===== config.mk =====
export PLATFORM = sky130hd
export DESIGN_NAME = pc_sequencer
export DESIGN_NICKNAME = d
export VERILOG_FILES = /design/src/rtl/pc_sequencer.sv
export SDC_FILE = /design/constraint.sdc
export NUM_CORES = 1
export LEC_CHECK = 0
export ABC_AREA = 0
export BUFFER_PORTS_ARGS = -buffer_cell sky130_fd_sc_hd__buf_4
export CAP_MARGIN = 10
export CORE_MARGIN = 2
export CORE_UTILIZATION = 46
export DETAILED_ROUTE_END_ITERATION = 8
export PLACE_DENSITY = 0.66
export SLEW_MARGIN = 10
export SYNTH_ARGS = -nofsm -noshare
export SYNTH_HDL_FRONTEND = slang
export SYNTH_SLANG_ARGS = --single-unit

===== constraint.sdc =====
create_clock -name CLK -period 8.9 [get_ports CLK]
set_input_delay 0.89 -clock CLK [delete_from_list [all_inputs] [get_ports CLK]]
set_output_delay 0.89 -clock CLK [all_outputs]
set_load 0.005 [all_outputs]

===== src/rtl/pc_sequencer.sv =====
// pc_sequencer: registered program counter with next-PC selection and a circular return-address stack.
// Stall > Ret > BranchReg > Uncondbranch > conditional branch > sequential.
module pc_sequencer #(
    parameter int                  PC_WIDTH    = 64,
    parameter logic [PC_WIDTH-1:0] RESET_PC    = '0,
    parameter int                  IMM_SHIFT   = 2,
    parameter int                  INSTR_BYTES = 4,
    parameter int                  RAS_DEPTH   = 4
) (
    input  logic                CLK,
    input  logic                Reset,
    input  logic                Stall,
    input  logic                Branch,
    input  logic                CondInvert,
    input  logic                ALUZero,
    input  logic                Uncondbranch,
    input  logic                BranchReg,
    input  logic                Link,
    input  logic                Ret,
    input  logic [PC_WIDTH-1:0] SignExtImm,
    input  logic [PC_WIDTH-1:0] RegTarget,
    output logic [PC_WIDTH-1:0] CurrentPC,
    output logic [PC_WIDTH-1:0] NextPC,
    output logic                Taken,
    output logic                RASEmpty,
    output logic                RASFull,
    output logic                RASErr
);
    localparam int PTR_W = $clog2(RAS_DEPTH);
    localparam int CNT_W = PTR_W + 1;

    logic [PC_WIDTH-1:0] pc_q, pc_d;
    logic [PTR_W-1:0]    top_q, top_d;
    logic [CNT_W-1:0]    cnt_q, cnt_d;
    logic                err_q, err_d;
    logic                empty_q, empty_d;
    logic                full_q, full_d;
    logic [PC_WIDTH-1:0] ras_q [RAS_DEPTH];

    logic [PC_WIDTH-1:0] seq_pc, rel_pc;
    logic [PTR_W-1:0]    rd_idx;
    logic                push, pop, taken;

    assign seq_pc = pc_q + PC_WIDTH'(INSTR_BYTES);
    assign rel_pc = pc_q + (SignExtImm << IMM_SHIFT);
    // top_q points at the next free slot; when full that slot holds the oldest entry
    assign rd_idx = top_q - PTR_W'(1);

    always_comb begin
        pc_d  = seq_pc;
        taken = 1'b0;
        push  = 1'b0;
        pop   = 1'b0;
        err_d = err_q;
        if (Stall) begin
            pc_d = pc_q;
        end else if (Ret) begin
            taken = 1'b1;
            if (cnt_q != '0) begin
                pc_d = ras_q[rd_idx];
                pop  = 1'b1;
            end else begin
                pc_d  = RegTarget;
                err_d = 1'b1;
            end
        end else if (BranchReg) begin
            pc_d  = RegTarget;
            taken = 1'b1;
            push  = Link;
        end else if (Uncondbranch) begin
            pc_d  = rel_pc;
            taken = 1'b1;
            push  = Link;
        end else if (Branch && (ALUZero ^ CondInvert)) begin
            pc_d  = rel_pc;
            taken = 1'b1;
        end
    end

    always_comb begin
        top_d = top_q;
        cnt_d = cnt_q;
        if (push) begin
            top_d = top_q + PTR_W'(1);
            cnt_d = full_q ? cnt_q : cnt_q + CNT_W'(1);
        end else if (pop) begin
            top_d = rd_idx;
            cnt_d = cnt_q - CNT_W'(1);
        end
        empty_d = (cnt_d == '0);
        full_d  = (cnt_d == CNT_W'(RAS_DEPTH));
    end

    always_ff @(posedge CLK or posedge Reset) begin
        if (Reset) begin
            pc_q    <= RESET_PC;
            top_q   <= '0;
            cnt_q   <= '0;
            err_q   <= 1'b0;
            empty_q <= 1'b1;
            full_q  <= 1'b0;
        end else begin
            pc_q    <= pc_d;
            top_q   <= top_d;
            cnt_q   <= cnt_d;
            err_q   <= err_d | (push & full_q);
            empty_q <= empty_d;
            full_q  <= full_d;
        end
    end

    always_ff @(posedge CLK) begin
        if (push && !Reset)
            ras_q[top_q] <= seq_pc;
    end

    assign CurrentPC = pc_q;
    assign NextPC    = pc_d;
    assign Taken     = taken;
    assign RASEmpty  = empty_q;
    assign RASFull   = full_q;
    assign RASErr    = err_q;
endmodule


* Word level (Yosys, flattened, before mapping)
Memory sizes are Yosys's and may differ from the RTL's.
Cells that the tools add are included.
** Storage, ports and cells
- Memories :: 1
- Memory bits (writable) :: 256
- Flip-flop bits (word level) :: 72
- Input bits :: 138
- Logic and storage cells :: 51
- Output and inout port bits :: 132
** Memory list
- ras_q :: words 4, bits a word 64, rd ports 1, clocked after memory_dff 0, wr ports 1, RTL line 38 : logic [PC_WIDTH-1:0] ras_q [RAS_DEPTH];
** Operators by class
- Multiplexer cells :: 28
- Equality and inequality tests :: 1
- Add/subtract/negate cells :: 6
- Bitwise operators :: 3
- Reduce and logical (&&, ||, !) cells :: 6
** Operators with widths (number)
- $mux 64 :: 6
- $add 64x3->64 const B :: 1
- $add 64x64->64 :: 1
- $mux 1 :: 17
- $mux 3 :: 3
- $mux 2 :: 2
- $add 3x1->3 const B :: 1
- $eq 3x3->1 const B :: 1
- $logic_not 3->1 :: 1
- $reduce_bool 3->1 :: 1
- $sub 3x1->3 const B :: 1
- $add 2x1->2 const B :: 1
- $logic_and 1x1->1 :: 2
- $reduce_bool 2->1 :: 1
- $sub 2x1->2 const B :: 1
- $and 1x1->1 :: 1
- $logic_not 1->1 :: 1
- $or 1x1->1 :: 1
- $xor 1x1->1 :: 1

* Longest topological paths before layout
- Depth after elaboration :: 7
- Mapped depth :: 13
- Depth with buffers taken out :: 11

* Least setup slack after synthesis
No wires, ideal clock.
- Path kind :: input -> register
- Start point :: in Reset
- End point :: mem ras_q[0][0], enable pin
- Cell stages on the path :: 2
- Path buffers :: 0
- Required time :: 8.471 ns
- Library setup time :: 0.429 ns
- Setup slack :: 4.266 ns
- Data arrival time :: 4.205 ns
- Cells stage by stage :: inv_1 > and3_1
** On the way
- Cells in the longest elaborated chain, start to end :: 4
** RTL lines
- from (decl) :: RTL line 11 : input logic Reset,
- $logic_not 1->1 :: RTL line 113 : if (push && !Reset)
- $logic_and 1x1->1 :: RTL line 113
- $mux 1 :: RTL line 113
- $mux 1 (implied by the code) :: RTL line 114 : ras_q[top_q] <= seq_pc;
- to (decl) :: RTL line 38
Every way passes these cells.

* Worst setup path after layout
- Start point :: reg pc_q[2] (netlist: CurrentPC[2])
- End point :: out NextPC[62]
** On the way
- Cells in the longest elaborated chain, start to end :: 6
- Elaborated cells between the ends (all ways) :: 7
- Those cells by class :: add/sub (2); mux (5)
** RTL lines
- from (decl) :: RTL line 32 : logic [PC_WIDTH-1:0] pc_q, pc_d;
- from (signal assigned) :: RTL line 103 : pc_q <= pc_d;
- $add 64x3->64 :: RTL line 44 : assign seq_pc = pc_q + PC_WIDTH'(INSTR_BYTES);
- net seq_pc[62] :: RTL line 40 : logic [PC_WIDTH-1:0] seq_pc, rel_pc;
- $mux 64 :: RTL line 74 : end else if (Branch && (ALUZero ^ CondInvert)) begin
- $mux 64 :: RTL line 70 : end else if (Uncondbranch) begin
- $mux 64 :: RTL line 66 : end else if (BranchReg) begin
- $mux 64 :: RTL line 57 : end else if (Ret) begin
- $mux 64 :: RTL line 55 : if (Stall) begin
- to (decl) :: RTL line 23 : output logic [PC_WIDTH-1:0] NextPC,
The timed path passes the listed nets, and every way through them passes these cells.

==> results by stage <==
Hold path:
- The path type of the worst min-delay path is in -> async.

Worst setup path:
- For the worst setup path, the data required time is 8010 ps.
- The startpoint class of the critical path is a register.
- STA puts the critical path data arrival time at 4560 ps.
- The critical path capture point type is a primary output.
- The worst-path maximum fanout is 7.
- The setup path with the least slack is of type reg -> out.

GRT:
- The number of antenna violations at the first check in global routing is 0.
- The pin count of the biggest net entering global routing is 62.
- The wire length of the first global-routing pass is 95.76 mm.
- Across every metal layer, demand over resource in global routing totals 0.3096.
- The via count of the first global-routing pass came to 14840.
- The total global routing overflow is 0.

Logic synthesis:
- The number of storage elements in the synthesis netlist is 328.
- By area, the combinational part of the netlist is dominated by compound AO/OA/AOI/OAI gates.
- Dividing the synthesized area by the synthesized cell count gives 11.54 µm².
- Counting flops with an async set or reset pin after synthesis yields a share of 0.2195.
- The most used flip-flop cell after synthesis is sky130_fd_sc_hd__edfxtp_1.
- By count the netlist is led by 256 x sky130_fd_sc_hd__edfxtp_1, 132 x sky130_fd_sc_hd__nand2_1, 125 x sky130_fd_sc_hd__nor2_1.
- The area share of fa/ha/maj cells after synthesis is 0.04674.
- Of the total synthesized cell area, the portion taken by XOR and XNOR cells is 0.05330.
- The library cell with the largest summed area after synthesis is sky130_fd_sc_hd__edfxtp_1.
- The post-synthesis net count is 1845.
- Counting flops with a built-in enable in the synthesized netlist gives 256.
- The number of instances in the synthesized netlist is 1637.
- The Yosys step of the flow raised 0 warnings.
- The area share of the largest cell type after synthesis is 0.4068.
- Yosys attributes the largest share of cell area to sky130_fd_sc_hd__edfxtp_1 41%, sky130_fd_sc_hd__dfrtp_1 9.4%, sky130_fd_sc_hd__mux4_2 7.6%, sky130_fd_sc_hd__ha_1 4.6%, sky130_fd_sc_hd__xnor2_1 3.2%.
- The sequential-to-total area share from yosys stat is 0.5022.
- Synthesis instantiated 80 different standard cells from the library.
- By instance count, the leading cell after synthesis is sky130_fd_sc_hd__edfxtp_1.
- Of the total synthesized cell area, the portion taken by AND, OR, NAND and NOR gates is 0.1155.
- The mux cell area share after synthesis is 0.09699.
- The share of the synthesized area in compound gates (AO/OA/AOI/OAI) came to 0.1566.
- The area of the mapped netlist is 18900 µm².

Clock network:
- The number of setup buffers added after CTS is 0.
- The post-cts gate resize count is 0.
- Clock-pin slew was measured on the worst setup and hold paths at 60 ps.
- The CTS buffer count is 38.
- The clock latency at the later pin of the worst-skew pair is 560 ps.
- The worst-case clock buffer depth is 3.
- The depth of the CTS H-tree is 2.
- Buffers inserted to repair hold after CTS numbered 0.
- The root buffer selected by CTS is sky130_fd_sc_hd__clkbuf_16.
- The tree built by TritonCTS fans out to 328 sinks.
- TritonCTS built the clock tree.

Floorplan:
- The site row count is 74.
- The die extent in y is 206.7 µm.
- In this run the count of I/O pins placed on the die edge is 270.
- The floorplan die area is 42720 µm².
- Measured along the x axis, the die boundary spans 206.7 µm.
- For this configuration, the core starts out at a cell density of 0.4649.
- The standard cell core area is 40650 µm².

Power:
- The share of total power dissipated in sequential elements is 0.314.
- The leakage component of the power is 8.777 nW.
- Summed over all nets, the switching power comes to 0.003134 W.
- Overall power consumption after layout is estimated at 0.007631 W.
- The largest voltage drop on the vdd net is 0.0002217 V.
- Of the total power, the clock network draws 0.202.
- The share of total power dissipated in combinational logic is 0.485.
- For this design the ratio of total power to cell area is 338.0 nW/µm².
- Cell internal power was estimated by the tool at 0.004497 W.
- Of the total power, the share spent switching nets is 0.4107.

Cells and area:
- In the final layout, the multi-input gates occupy 8894 µm².
- Registers take 9494 µm².
- The diode insertion count for antenna repair is 0.
- The net count of the finished layout is 2074.
- The fraction of final layout cells sized beyond drive strength 1 is 0.2454.
- The area added between synthesis and finish is 19.45%.
- The total of fill cells in the finished design is 3504.

Timing:
- Timing would allow up to 183.3 MHz.
- The number of max-slew violations in the final report is 0.
- The slew at the pin closest to its max-slew limit is 1043 ps.
- Across all setup checks in the final design, the least slack found is 3446 ps.
- The total negative slack is 0 ps.
- The number of hold violations in the final report is 0.
- Setup violations remaining at the end of the flow were counted as 0.
- The final-layout worst hold slack is 433.7 ps.
- The worst max-slew margin expressed relative to the limit is 0.3021.
- Dividing the final minimum period by the clock period gives 0.6128.
- Setup repair after global routing left no endpoint under its margin.
- The clock period minus final worst setup slack is 5454 ps.
- For the final database, setup skew stands at 29.51 ps.

Detailed routing:
- The detailed-route wire length per cell is 27.31 µm.
- The detailed-route wire length is 66.28 mm.
- The detailed-route vias per instance is 6.348.
- In this run, the number of DRC markers left after iteration 0 of detailed routing was 1700.
- The count of nets left with antenna violations after detail routing is 0.
- In the routed design, unresolved DRC markers number 0.
- Before antenna repair, the detailed router went through 5 iterations.
- Across all layers, the routed design uses 15410 vias.

Placement:
- At the placement stage, the worst setup path has a slack of 3643 ps.
- The HPWL after detailed placement is 47.60 mm.
- The number of I/O port buffers is 267.
- The final weighted congestion of routability-driven global placement is 0.9759.

Flow run:
- The count of max-cap constraint violations is 0.

Status:
- The run finished with clean final reports.
==> cell type report <==
| class | count | area share |
|---|---|---|
| clock buffers | 51 | 0.04700 |
| clock inverters | 18 | 0.007316 |
| inverters | 37 | 0.006208 |
| multi-input cells | 1174 | 0.3940 |
| flip-flops and latches | 328 | 0.4206 |
| well taps | 532 | 0.02949 |
| repair buffers | 287 | 0.09544 |
==> flip-flops by register name, summed over array words and instances, names as in the netlist <==
name       flops
top_q          2
RASFull        1
RASEmpty       1
ras_q        256
RASErr         1
CurrentPC     64
cnt_q          3
==> worst paths after layout <==
path                               from            end  slack [ps]  cells after the start
max                        CurrentPC[2]     NextPC[62]        3450                     11
min                               Reset  CurrentPC[31]         430                      2
max reg2reg                CurrentPC[2]  CurrentPC[62]        4950                     10
min reg2reg                      RASErr         RASErr         470                      1
max in group asynchronous         Reset       top_q[0]        7310                      3
min in group CLK                 RASErr         RASErr         470                      1
==> cell families (layout without fill, tap and decap cells) <==
| logic type | after synthesis | in the layout |
|---|---|---|
| muxes | 101 | 101 |
| DFF | 328 | 328 |
| xor gates and xnor gates | 115 | 115 |
| buffers and inverters | 135 | 393 |
| AOI/OAI and AO/OA | 438 | 438 |
| adders and majority gates | 70 | 70 |
| and+or+nand+nor | 450 | 450 |
==> metal layers <==
metal,share of wire,track usage,up-vias
met4,0.035,0.1140,0
met3,0.090,0.05008,124
met1,0.41,0.4368,7708
met5,0,0,-
met2,0.47,0.4855,767
li1,-,-,6807
==> layout by cell type, fill, tap and decap left out, types with 8 or more instances in the layout <==
cell / n
sky130_fd_sc_hd__a21oi_1: 93
sky130_fd_sc_hd__mux4_2: 64
sky130_fd_sc_hd__nor2_1: 124
sky130_fd_sc_hd__clkbuf_1: 8
sky130_fd_sc_hd__dfrtp_1: 70
sky130_fd_sc_hd__and3_1: 16
sky130_fd_sc_hd__a221oi_1: 23
sky130_fd_sc_hd__xnor2_1: 70
sky130_fd_sc_hd__o21ai_0: 95
sky130_fd_sc_hd__xor2_1: 45
sky130_fd_sc_hd__o211ai_1: 17
sky130_fd_sc_hd__o221ai_1: 17
sky130_fd_sc_hd__a211oi_1: 15
sky130_fd_sc_hd__nor3_1: 26
sky130_fd_sc_hd__nand2_1: 132
sky130_fd_sc_hd__mux2i_1: 20
sky130_fd_sc_hd__a22oi_1: 32
sky130_fd_sc_hd__ha_1: 67
sky130_fd_sc_hd__and2_1: 9
sky130_fd_sc_hd__buf_4: 287
sky130_fd_sc_hd__a221o_1: 8
sky130_fd_sc_hd__a222oi_1: 9
sky130_fd_sc_hd__and4_1: 10
sky130_fd_sc_hd__nand4_1: 37
sky130_fd_sc_hd__clkbuf_16: 39
sky130_fd_sc_hd__or3_1: 12
sky130_fd_sc_hd__a31oi_1: 15
sky130_fd_sc_hd__nand3_1: 42
sky130_fd_sc_hd__mux2_2: 17
sky130_fd_sc_hd__a21o_1: 45
sky130_fd_sc_hd__inv_1: 34
sky130_fd_sc_hd__edfxtp_1: 256
==> power groups by stage <==
stage          sequential (W)  clock (W)  combinational, W
2_1_floorplan         0.00222          0           0.00239
3_3_place_gp          0.00241          0           0.00359
3_5_place_dp          0.00242          0           0.00362
4_1_cts               0.00239    0.00156           0.00365
5_1_grt               0.00242    0.00161           0.00398
6_report              0.00239    0.00154           0.00370
==> through the flow <==
| step | instances | instance area [µm²] | util |
|---|---|---|---|
| 6_report | 2427 | 22570 | 0.5554 |
| 3_3_place_gp | 2358 | 21350 | 0.5252 |
| 2_1_floorplan | 1637 | 18900 | - |
| 4_1_cts | 2427 | 22570 | 0.5554 |
| 3_5_place_dp | 2358 | 21350 | 0.5252 |
| 5_1_grt | 2427 | 22570 | 0.5554 |
==> critical path, cell delays in order, from the launching register on <==
cell and delay, ps:
sky130_fd_sc_hd__dfrtp_1 460, sky130_fd_sc_hd__ha_1 260, sky130_fd_sc_hd__and4_1 240, sky130_fd_sc_hd__nor2b_1 680
sky130_fd_sc_hd__nand2_1 420, sky130_fd_sc_hd__nor2_1 550, sky130_fd_sc_hd__and2_1 250, sky130_fd_sc_hd__nand2_1 140
sky130_fd_sc_hd__xnor2_1 370, sky130_fd_sc_hd__mux2i_1 140, sky130_fd_sc_hd__a22oi_1 340, sky130_fd_sc_hd__buf_4 180
(Power assumes the default switching activity.)
